--- config.mk ---
export PLATFORM = sky130hd
export DESIGN_NAME = pipeline_hazard_ctrl
export DESIGN_NICKNAME = d
export VERILOG_FILES = /design/src/rtl/pipeline_hazard_ctrl.sv
export SDC_FILE = /design/constraint.sdc
export NUM_CORES = 1
export LEC_CHECK = 0
export CORE_AREA = 2 2 79 59
export CTS_CLUSTER_DIAMETER = 200
export DETAILED_ROUTE_END_ITERATION = 16
export DIE_AREA = 0 0 81 61
export PLACE_DENSITY = 0.82
export SLEW_MARGIN = 10
export SYNTH_ARGS = -nofsm -noshare
export SYNTH_HDL_FRONTEND = slang
export SYNTH_SLANG_ARGS = --single-unit
export TNS_END_PERCENT = 30
--- constraint.sdc ---
create_clock -name clock -period 3.8 [get_ports clock]
set_input_delay 0.57 -clock clock [delete_from_list [all_inputs] [get_ports clock]]
set_output_delay 0.57 -clock clock [all_outputs]
set_load 0.02 [all_outputs]
--- src/rtl/pipeline_hazard_ctrl.sv ---
// Hazard controller for the 5-stage core: load-use stalls, X-stage flushes and
// multicycle mult/div sequencing. It drives latch enables and nop selects only.
module pipeline_hazard_ctrl #(
  parameter int unsigned MD_TIMEOUT = 64,
  parameter int unsigned CNT_W      = 16
) (
  input  logic             clock,
  input  logic             reset,
  input  logic [31:0]      fd_ir,
  input  logic [31:0]      dx_ir,
  input  logic             branch_taken,
  input  logic             md_ready,
  output logic             pc_we,
  output logic             fd_we,
  output logic             dx_we,
  output logic             fd_nop,
  output logic             dx_nop,
  output logic             xm_nop,
  output logic             md_start,
  output logic             md_busy,
  output logic             md_error,
  output logic [CNT_W-1:0] stall_count
);

  localparam int unsigned TMR_W = (MD_TIMEOUT > 2) ? $clog2(MD_TIMEOUT) : 1;
  localparam int unsigned REG_W = 5;

  localparam logic [4:0] OP_RTYPE = 5'b00000;
  localparam logic [4:0] OP_BNE   = 5'b00010;
  localparam logic [4:0] OP_JR    = 5'b00100;
  localparam logic [4:0] OP_ADDI  = 5'b00101;
  localparam logic [4:0] OP_BLT   = 5'b00110;
  localparam logic [4:0] OP_SW    = 5'b00111;
  localparam logic [4:0] OP_LW    = 5'b01000;
  localparam logic [4:0] ALU_MUL  = 5'b00110;
  localparam logic [4:0] ALU_DIV  = 5'b00111;

  typedef enum logic {ST_RUN, ST_MD_WAIT} state_e;

  state_e             state_q, state_d;
  logic [TMR_W-1:0]   timer_q, timer_d;
  logic               md_error_q, md_error_d;
  logic [CNT_W-1:0]   stall_count_q, stall_count_d;

  logic [REG_W-1:0]   fd_src_a, fd_src_b;
  logic [REG_W-1:0]   dx_rd;
  logic               dx_is_lw, dx_is_md, load_use, timer_expired;
  logic               unused_ir_bits;

  assign unused_ir_bits = ^{fd_ir[11:0], dx_ir[21:7], dx_ir[1:0]};

  // Register sources read by the F/D instruction; register 0 doubles as "none".
  always_comb begin
    fd_src_a = '0;
    fd_src_b = '0;
    case (fd_ir[31:27])
      OP_RTYPE: begin
        fd_src_a = fd_ir[21:17];
        fd_src_b = fd_ir[16:12];
      end
      OP_ADDI, OP_LW: fd_src_a = fd_ir[21:17];
      OP_SW, OP_BNE, OP_BLT: begin
        fd_src_a = fd_ir[26:22];
        fd_src_b = fd_ir[21:17];
      end
      OP_JR: fd_src_a = fd_ir[26:22];
      default: ;
    endcase
  end

  assign dx_rd         = dx_ir[26:22];
  assign dx_is_lw      = (dx_ir[31:27] == OP_LW);
  assign dx_is_md      = (dx_ir[31:27] == OP_RTYPE) &&
                         ((dx_ir[6:2] == ALU_MUL) || (dx_ir[6:2] == ALU_DIV));
  assign load_use      = dx_is_lw && (dx_rd != '0) &&
                         ((dx_rd == fd_src_a) || (dx_rd == fd_src_b));
  assign timer_expired = (timer_q == TMR_W'(MD_TIMEOUT - 1));

  always_ff @(posedge clock or posedge reset) begin
    if (reset) state_q <= ST_RUN;
    else       state_q <= state_d;
  end

  always_comb begin
    state_d = state_q;
    case (state_q)
      ST_RUN:     if (dx_is_md) state_d = ST_MD_WAIT;
      ST_MD_WAIT: if (md_ready || timer_expired) state_d = ST_RUN;
      default:    state_d = ST_RUN;
    endcase
  end

  // Mul/div in D/X outranks flush; a branch cannot resolve while X holds a mul/div.
  always_comb begin
    pc_we    = 1'b1;
    fd_we    = 1'b1;
    dx_we    = 1'b1;
    fd_nop   = 1'b0;
    dx_nop   = 1'b0;
    xm_nop   = 1'b0;
    md_start = 1'b0;
    case (state_q)
      ST_RUN: begin
        if (dx_is_md) begin
          md_start = 1'b1;
          pc_we    = 1'b0;
          fd_we    = 1'b0;
          dx_we    = 1'b0;
          xm_nop   = 1'b1;
        end else if (branch_taken) begin
          fd_nop = 1'b1;
          dx_nop = 1'b1;
        end else if (load_use) begin
          pc_we  = 1'b0;
          fd_we  = 1'b0;
          dx_nop = 1'b1;
        end
      end
      ST_MD_WAIT: begin
        if (!md_ready) begin
          xm_nop = 1'b1;
          if (!timer_expired) begin
            pc_we = 1'b0;
            fd_we = 1'b0;
            dx_we = 1'b0;
          end
        end
      end
      default: ;
    endcase
  end

  always_comb begin
    timer_d       = '0;
    md_error_d    = md_error_q;
    stall_count_d = stall_count_q;
    if (state_q == ST_MD_WAIT && !md_ready) begin
      if (timer_expired) md_error_d = 1'b1;
      else               timer_d    = timer_q + TMR_W'(1);
    end
    if (!pc_we && (stall_count_q != '1)) stall_count_d = stall_count_q + CNT_W'(1);
  end

  always_ff @(posedge clock or posedge reset) begin
    if (reset) begin
      timer_q       <= '0;
      md_error_q    <= 1'b0;
      stall_count_q <= '0;
    end else begin
      timer_q       <= timer_d;
      md_error_q    <= md_error_d;
      stall_count_q <= stall_count_d;
    end
  end

  assign md_busy     = (state_q == ST_MD_WAIT);
  assign md_error    = md_error_q;
  assign stall_count = stall_count_q;

endmodule

==> summary.md <==
The fraction of synthesized cell area taken by the top area cell type works out to 37.27%. The die width works out to 81 um. The run gives 1 as the number of H-tree levels. The main flop type after synthesis was sky130_fd_sc_hd__dfrtp_1.

Dividing the detail-routed wire length by the instance count gives 13.97 um. The worst register-to-register path has a setup slack of 1.23 ns. The depth of the worst register-to-register path was 9. The worst register-to-register path begins at timer_q[0]. The final-layout fill cell count is 383. The number of input and output port buffers inserted works out to 62. The clock network latency to the later pin of the worst-skew pair came out at 0.26 ns.

The number of global-route vias before repair was 1,498; the share of layout cells above drive strength 1 was 8.434%. The count of synthesis-stage warnings from yosys came out at 0. The vertical die dimension is 61 um, and the number of nets in the synthesized netlist is 247. The tree is rooted in a sky130_fd_sc_hd__clkbuf_8. The logs give 278.3 MHz for the maximum clock rate and 4154 um2 for the core box area.

The placer's final routability congestion estimate was 0.8865. The clock net sink count was 24. The first-pass GRT wire length is 6.920 mm, and the number of antenna violations at the first check in global routing is 0. Once detail routing completed, the nets flagged for antenna violations numbered 0. For the TritonCTS buffer count, the log shows 3. The wire-length estimate of the detail-placed layout is 3.416 mm. Ranked by total cell area, the synthesized netlist is headed by sky130_fd_sc_hd__dfrtp_1 37%, sky130_fd_sc_hd__xor2_1 7.6%, sky130_fd_sc_hd__nor4b_1 3.8%. The logs give 0 for the number of max-cap violations and 38.80% for the effective utilization at floorplan.

Including well taps, the total number of placed cells is 300. The mapped netlist covers 1612 um2. The logs give 1,573 for the routed via count and 600.6 um2 for the sequential cell area. In the final layout, the multi-input gates occupy 963.4 um2.

The maximum clock insertion buffer count was 2; the power density normalized to cell area was 228.2 nW/um2. Global routing consumed, on the met1 layer, 25.67% of the routing resources. met2 is the most crowded layer. The flow ran to the end, and the final reports show no timing, DRC or antenna violations. The run gives 1.017 nW as the static leakage. Summed over all layers, the global routing overflow is 0. The average cell area after synthesis is 9.105 um2, and the measured slew at the worst slew-check pin is 0.8970 ns. Across the routed clock network, the largest skew measured is 0.001840 ns. The tools report the final number of hold-violating endpoints as 0.

Among all cell types in the netlist, the one instantiated most often is sky130_fd_sc_hd__dfrtp_1. The number of flops mapped to enable cells by yosys works out to 0. The endpoint identified for the worst register-to-register timing path is stall_count[1]. The logs give 320 for the final-stage net count and 4 for the number of detailed-routing iterations run before antenna repair. 0 antenna diodes ended up in the layout. The total count of max-transition violations in the final report is 0, and the routed via count divided by cell count is 5.174. The die covers 4941 um2.

Summed over all layers, the routed wires come to 4.246 mm. For this run, asynchronously set or reset flops after synthesis account for 100.0%. The commonest cells after synthesis are 24 x sky130_fd_sc_hd__dfrtp_1, 16 x sky130_fd_sc_hd__nor2_1, 15 x sky130_fd_sc_hd__nand2_1, 14 x sky130_fd_sc_hd__xor2_1, 10 x sky130_fd_sc_hd__nand3_1. The worst setup path is launched from an input pin.

Global routing consumed, on the met3 layer, 3.423% of the routing resources. After layout, the worst setup slack is 0.2071 ns. The worst setup path is captured at an output port. The synthesized design spends more area on one cell type than any other, namely sky130_fd_sc_hd__dfrtp_1.

The post-layout minimum cycle time is 3.593 ns, and the maximum VDD drop is 0.0002174 V. The finished layout holds 304 standard cells, fillers aside. For this run, design rule violations remaining after detail routing come to 0. For the starting DRC count in detailed routing, the log shows 96. Entering global routing, the biggest net connects 25 pins. The overall fraction of global-route tracks in use came out at 18.38%. The I/O pin count is 93. Class of the tightest hold or removal check: flop to flop.

The final worst-path cycle share is 94.55%, and the final core utilization is 57.74%. The data arrival time of the critical path is 3.02 ns. TritonCTS built the clock tree. The cell row count was 20; the clock edge transition at the registers on the reported setup and hold paths was 0.08 ns. From synthesis to final layout, the design area changed by 48.84%.

Setup violations remaining at the end of the flow were counted as 0. After synthesis the netlist holds a flip-flop and latch count of 24. Pre-CTS setup slack: -0.3429 ns.

The logs give 30.34% for the global routing met2 resource utilization and 40.14% for the worst-case headroom to the max-slew limit. The synthesized netlist contains 41 unique library cells. Summing the sequential cell areas from Yosys gives 37.27% of the chip area. Setup repair after global routing left no endpoint under its margin.

The startpoint identified for the worst hold timing path is timer_q[0]. The worst min-delay path endpoint is timer_q[0]. Of all nets on the critical path, the largest fanout is 4.

The worst endpoint required time was 3.23 ns; the number of buffers added to fix hold violations after cts was 0. After technology mapping, the gate count stands at 177. Across all hold checks on the routed design, the worst slack comes to 0.4841 ns. Category of the most critical setup path: input pin to output port. The depth of the worst hold-timing path was 1.
-- sequential cells by signal (all words and copies together) (netlist names) --
| signal | cells |
|---|---|
| md_error | 1 |
| stall_count | 16 |
| timer_q | 6 |
| md_busy | 1 |
-- power breakdown --
| part | switching (mW) | leakage [nW] | internal (mW) |
|---|---|---|---|
| clock network | 0.0791 | 0.0288 | 0.0925 |
| logic | 0.0461 | 0.654 | 0.0649 |
| registers | 0.00591 | 0.334 | 0.259 |
-- critical path: stages --
cell	delay, ns
sky130_fd_sc_hd__clkdlybuf4s50_1	0.49
sky130_fd_sc_hd__buf_4	0.18
sky130_fd_sc_hd__o21ba_2	0.25
sky130_fd_sc_hd__o211ai_1	0.11
sky130_fd_sc_hd__and3_1	0.21
sky130_fd_sc_hd__nor4b_1	0.34
sky130_fd_sc_hd__nand4b_1	0.17
sky130_fd_sc_hd__buf_4	0.16
sky130_fd_sc_hd__o211a_4	0.23
sky130_fd_sc_hd__dlygate4sd2_1	0.32
-- repair_timing --
item | in CTS | in global routing
setup endpoints to repair | 3 | 1
gates resized for setup | 7 | 3
hold endpoints to repair | 0 | 0
setup buffers | 0 | 0
-- per-stage QoR --
step / power [mW] / TNS [ns] / area (um2)
finish: 0.5473 / 0 / 2399
CTS: 0.5506 / 0 / 2402
detailed placement: 0.3820 / -0.6001 / 2349
global route: 0.5669 / 0 / 2399
floorplan: 0.3114 / 0 / 1612
global placement: 0.3791 / -0.3356 / 2349
-- placed cells by master, fill, tap and decap left out, types with 3 or more instances in the layout --
master and count:
sky130_fd_sc_hd__nand2b_1 3, sky130_fd_sc_hd__nor3_1 6, sky130_fd_sc_hd__a21oi_1 8, sky130_fd_sc_hd__nor4bb_1 4
sky130_fd_sc_hd__xnor2_1 7, sky130_fd_sc_hd__nand3b_1 5, sky130_fd_sc_hd__a22oi_1 3, sky130_fd_sc_hd__clkbuf_8 4
sky130_fd_sc_hd__o21a_1 3, sky130_fd_sc_hd__clkdlybuf4s50_1 56, sky130_fd_sc_hd__inv_1 7, sky130_fd_sc_hd__nand4_1 4
sky130_fd_sc_hd__nor4_1 5, sky130_fd_sc_hd__xor2_1 14, sky130_fd_sc_hd__o211ai_1 4, sky130_fd_sc_hd__buf_4 10
sky130_fd_sc_hd__dfrtp_1 24, sky130_fd_sc_hd__and3_1 6, sky130_fd_sc_hd__nand2_1 15, sky130_fd_sc_hd__nor4b_1 6
sky130_fd_sc_hd__nand3_1 10, sky130_fd_sc_hd__dlygate4sd2_1 5, sky130_fd_sc_hd__nor2_1 16
-- cells by family (layout without fill, tap and decap cells) --
| kind of cell | count (synthesis) | in the layout | share of synthesized area (%) |
|---|---|---|---|
| AOI/OAI and AO/OA | 24 | 24 | 10.87 |
| xor gates and xnor gates | 21 | 21 | 11.41 |
| adders and majority gates | 2 | 2 | 1.553 |
| buffers and inverters | 11 | 83 | 3.338 |
| muxes | 1 | 1 | 0.6987 |
| and+or+nand+nor | 94 | 94 | 34.86 |
| DFF | 24 | 24 | 37.27 |
-- how the worst max path moves through the flow --
stage / start / endpoint / slack [ns] / cells after the start
final: fd_ir[27] / fd_we / 0.21 / 10
after global routing: fd_ir[27] / dx_nop / 0.08 / 11
after CTS: fd_ir[27] / dx_nop / 0.11 / 11
after detailed placement: fd_ir[28] / dx_nop / -0.34 / 10
after global placement: fd_ir[28] / dx_nop / -0.18 / 10
after floorplan: dx_ir[28] / pc_we / 0.61 / 7
-- layer usage --
| metal | vias up | routed length [um] |
|---|---|---|
| met5 | - | 0 |
| met4 | 0 | 50 |
| met3 | 6 | 240 |
| met2 | 40 | 1894 |
| met1 | 739 | 2060 |
| li1 | 788 | - |
-- cell type report --
class | instances | share of cell area [%]
Inverter | 7 | 1.095
Sequential cell | 24 | 25.04
Clock buffer | 4 | 2.295
Timing Repair Buffer | 72 | 28.53
Multi-Input combinational cell | 142 | 40.17
Tap cell | 55 | 2.869
Power figures use the tool's default switching activity.
